--- src/rtl/mul_ctrl.sv ---
// rtl/mul_ctrl.sv - two-stage issue/finish wrapper around an external unsigned 32x32 multiplier
module mul_ctrl #(
    parameter int TAG_W = 5
) (
    input  logic             clk,
    input  logic             rst,
    input  logic             flush,
    input  logic             in_valid,
    output logic             in_ready,
    input  logic [1:0]       in_op,
    input  logic [31:0]      in_a,
    input  logic [31:0]      in_b,
    input  logic [TAG_W-1:0] in_tag,
    output logic [31:0]      mul_a,
    output logic [31:0]      mul_b,
    input  logic [63:0]      mul_p,
    output logic             out_valid,
    input  logic             out_ready,
    output logic [31:0]      out_result,
    output logic [TAG_W-1:0] out_tag
);

    typedef enum logic [1:0] {
        OP_MUL    = 2'b00,
        OP_MULH   = 2'b01,
        OP_MULHSU = 2'b10,
        OP_MULHU  = 2'b11
    } op_e;

    logic             s1_valid;
    logic [31:0]      s1_a;
    logic [31:0]      s1_b;
    logic             s1_neg;
    logic             s1_hi;
    logic [TAG_W-1:0] s1_tag;

    logic             s2_valid;
    logic [31:0]      s2_result;
    logic [TAG_W-1:0] s2_tag;

    logic             sa;
    logic             sb;
    logic [31:0]      abs_a;
    logic [31:0]      abs_b;
    logic [63:0]      prod;
    logic [31:0]      result;
    logic             s2_adv;
    logic             accept;

    // MUL keeps both operands unsigned: the low word is sign-agnostic.
    always_comb begin
        sa     = 1'b0;
        sb     = 1'b0;
        abs_a  = in_a;
        abs_b  = in_b;
        prod   = mul_p;
        result = mul_p[31:0];
        if (in_op == OP_MULH || in_op == OP_MULHSU) begin
            sa = in_a[31];
        end
        if (in_op == OP_MULH) begin
            sb = in_b[31];
        end
        if (sa) begin
            abs_a = ~in_a + 32'd1;
        end
        if (sb) begin
            abs_b = ~in_b + 32'd1;
        end
        if (s1_neg) begin
            prod = ~mul_p + 64'd1;
        end
        result = s1_hi ? prod[63:32] : prod[31:0];
    end

    assign s2_adv   = s1_valid & (~s2_valid | out_ready);
    assign in_ready = ~flush & (~s1_valid | s2_adv);
    assign accept   = in_valid & in_ready;

    always_ff @(posedge clk) begin
        if (rst) begin
            s1_valid  <= 1'b0;
            s1_a      <= '0;
            s1_b      <= '0;
            s1_neg    <= 1'b0;
            s1_hi     <= 1'b0;
            s1_tag    <= '0;
            s2_valid  <= 1'b0;
            s2_result <= '0;
            s2_tag    <= '0;
        end else if (flush) begin
            s1_valid <= 1'b0;
            s2_valid <= 1'b0;
        end else begin
            if (accept) begin
                s1_valid <= 1'b1;
                s1_a     <= abs_a;
                s1_b     <= abs_b;
                s1_neg   <= sa ^ sb;
                s1_hi    <= (in_op != OP_MUL);
                s1_tag   <= in_tag;
            end else if (s2_adv) begin
                s1_valid <= 1'b0;
            end

            if (s2_adv) begin
                s2_valid  <= 1'b1;
                s2_result <= result;
                s2_tag    <= s1_tag;
            end else if (out_ready) begin
                s2_valid <= 1'b0;
            end
        end
    end

    assign mul_a      = s1_a;
    assign mul_b      = s1_b;
    assign out_valid  = s2_valid;
    assign out_result = s2_result;
    assign out_tag    = s2_tag;

endmodule
--- config.mk ---
export PLATFORM = sky130hd
export DESIGN_NAME = mul_ctrl
export DESIGN_NICKNAME = d
export VERILOG_FILES = /design/src/rtl/mul_ctrl.sv
export SDC_FILE = /design/constraint.sdc
export NUM_CORES = 1
export LEC_CHECK = 0
export BUFFER_PORTS_ARGS = -buffer_cell sky130_fd_sc_hd__buf_2
export CORE_MARGIN = 2
export CORE_UTILIZATION = 45
export CTS_CLUSTER_SIZE = 10
export DETAILED_ROUTE_END_ITERATION = 12
export MAX_ROUTING_LAYER = met4
export PLACE_DENSITY = 0.77
export SLEW_MARGIN = 20
export SYNTH_ARGS = -nofsm -noshare
export SYNTH_HDL_FRONTEND = slang
export SYNTH_SLANG_ARGS = --single-unit
--- constraint.sdc ---
create_clock -name clk -period 3.2 [get_ports clk]
set_clock_uncertainty 0.05 [all_clocks]
set_input_delay 0.32 -clock clk [delete_from_list [all_inputs] [get_ports clk]]
set_output_delay 0.32 -clock clk [all_outputs]
set_load 0.01 [all_outputs]
==> metrics.cfg <==
[drt]
first_pass_iters = 5
vias = 7779
wl_met3_um = 2020
drt_iter0_drc = 668
maxUsedRoutingLayer = met4
wl_um = 23600
wire_per_inst_um = 17.8
ant_nets = 0
wl_met2_um = 10700
drc_errors = 0
avgViaCountPerCell = 5.86
met1_length_um = 9860

[run_status]
status = finished, final reports clean

[critical_path]
start_kind = input port
path_cells = buf_2 > or4_4 > or3_4 > or4_4 > or3_4 > o31ai_2 > o21ai_1 > a32o_1
end_kind = flop
cp.buffers_inverters = 1
criticalPathCategory = input port to flop
cp.arrival_ps = 2810
max_stage_delay_ps = 570
critPathTopFamily = simple AND/OR/NAND/NOR gates
required_ps = 3400
slowest_stage = or4_4
path_max_fanout = 5

[sta]
worst_pin_slew_ps = 837
min_period_ps = 2610
worst_hold_slack_ps = 145
fin_crit_sh_pct = 81.5
fin_tns_setup_ps = 0
slew_headroom_pct = 44.0
rsz0062_at_grt = no
setup_violations = 0
hold_viol_final = 0
drv_slew = 0
max_freq_mhz = 383

[clocking]
cts_max_path_buffers = 2
numCtsBuffers = 9
cts_resized = 0
clock-root-buffer = clkbuf_16
h-tree-depth = 3
cts_tree = built
clk_latency_ps = 350
clkSinkCount = 110
postCtsSetupBuffers = 0
cts_hold_buf = 0
clk_pin_slew_ps = 80

[place]
portBuffers = 242
dp_hpwl_um = 17800
dp_cells = 1312
gp_congestion = 1.01

[global_routing]
grt_pass1_vias = 7330
grt_start_max_net_pins = 67
grt_pass1_wl_um = 37100
grt_usage_pct = 29.1
grt_antenna_before_repair = 0
grt_overflow = 0

[hold_path]
hold_path.class = input port to flop

[synthesis]
synthAdderAreaFrac_pct = 0.891
syn_area_per_cell_um2 = 7.68
synth_cells = 914
synth.mux.area_fraction_pct = 2.03
synthDistinctLibCells = 72
ys_seq_elements = 110
synth_simple_gate_area_share_pct = 25.8
synth_ff_type = dfxtp_1
netlist_area_mm2 = 0.00702
async_flop_share_pct = 0
synth_top_family_by_area = simple AND/OR/NAND/NOR gates
ys_warn_count = 0
synthesis.nets = 1059
synth_xor_area_share_pct = 10.7
synth_compound_area_share_pct = 25.4
yosysSeqAreaShare_pct = 31.4
synth_edf_count = 0

[layout]
drive_gt1_share_pct = 26.6
area_growth_pct = 24.8
layout.nets = 1280
final_core_util_pct = 57.6
num_antenna_cells = 0
final_cells = 1328

[power]
pwr-share-comb_pct = 21.5
switchingPower_mw = 1.04
netSwitchingFraction_pct = 30.5
p_int_mw = 2.37
pwr-share-seq_pct = 43.5
irDropWorstVdd_v = 0.000251
cellPowerDensity_mw_per_mm2 = 389
clkPwrFrac_pct = 35.0
power.static_leakage_nw = 3.53

[die]
fp.dieW_um = 129
design.die.area_mm2 = 0.0166
core_mm2 = 0.0152
io_pins = 243
die_y_um = 129
initial_utilization_pct = 46.2
row_count = 45

[job]
cap_viol_max_count = 0

## area by class of cell
cell class	count	area [um2]
Sequential cell	110	2200
Tap cell	188	235
Clock inverter	6	70.1
Clock buffer	10	239
Timing Repair Buffer	264	1390
Multi-Input combinational cell	733	4560
Fill cell	1434	6440
Inverter	17	63.8
## path summary, 6_finish.rpt
path	end	from	depth (start not counted)	slack [ps]
setup reg to reg	out_result[21]	s1_neg	4	910
hold / removal	s1_tag[0]	in_tag[0]	3	150
setup / recovery	out_result[21]	mul_p[24]	8	590
hold reg to reg	out_tag[4]	s1_tag[4]	2	400
## cells in the final DEF, fill, tap and decap left out, drive strengths merged, types with 12 or more instances in the layout
cell,instances
a211oi,55
a21oi,49
a31oi,13
buf,264
dfxtp,110
inv,17
mux2i,12
nand2,87
nand3,14
nor2,132
nor3,30
nor4,14
o21ai,44
o31ai,24
o41ai,12
or3,24
or4,17
xnor2,47
xor2,39
## logic make-up after synthesis
group,Yosys count
flip-flops,110
adder cells (fa/ha/maj),5
XOR/XNOR,86
AO/OA/AOI/OAI,262
buffers and inverters,71
multiplexers,14
AND/OR/NAND/NOR,366
## per-layer routing
metal  vias up  global-route usage [%]
met2       380                    45.3
met1      3510                    36.0
met3        66                    5.90
met4         0                    14.2
li1       3823                       -
met5         -                       -
## cell usage after synthesis (5+ instances only)
library cell  instances  area [um2]
a211oi_1             55         413
a21oi_1              49         245
a22oi_1              11        82.6
a311oi_1              8        70.1
a31oi_1              13        81.3
and2_1                8        50.1
clkbuf_1             50         188
dfxtp_1             110        2200
ha_1                  5        62.6
inv_1                16        60.1
mux2i_1              12         120
nand2_1              87         327
nand2b_1              8        50.1
nand3_1              13        65.1
nand4_1               6        37.5
nor2_1              132         495
nor3_1               29         145
nor4_1               11        68.8
o211ai_1              6        45.0
o21ai_0              43         215
o22ai_1               7        43.8
o31ai_1              23         173
o41ai_1              12         105
or3_1                19         119
or4_1                15         113
xnor2_1              47         412
xor2_1               39         342
## power by group through the flow
stage | Clock, mW | Sequential, mW | Combinational (mW)
floorplan | 0 | 1.54 | 0.379
global placement | 0 | 1.51 | 0.720
detailed placement | 0 | 1.51 | 0.725
CTS | 1.21 | 1.48 | 0.729
global route | 1.26 | 1.49 | 0.810
finish | 1.20 | 1.48 | 0.733
## through the flow
step | instance area, um2 | setup WS [ps] | total power, mW
finish | 8760 | 592 | 3.41
global route | 8760 | 542 | 3.56
CTS | 8760 | 615 | 3.42
detailed placement | 8450 | 241 | 2.24
global placement | 8450 | 251 | 2.23
floorplan | 7020 | 470 | 1.92
## state kept, by name, summed over array words and instances (netlist names)
| name | count |
|---|---|
| mul_a | 32 |
| mul_b | 32 |
| out_result | 32 |
| out_tag | 5 |
| s1_tag | 5 |
| out_valid | 1 |
| s1_hi | 1 |
| s1_neg | 1 |
| s1_valid | 1 |
## worst reg2reg max path, delay by kind of cell, from the launching register on
| kind | cells | cell delay [ps] |
|---|---|---|
| DFF | 1 | 660 |
| and+or+nand+nor | 1 | 510 |
| buffers and inverters | 1 | 410 |
| AOI/OAI and AO/OA | 2 | 550 |
Note: power is estimated with default switching activity, not from simulation.
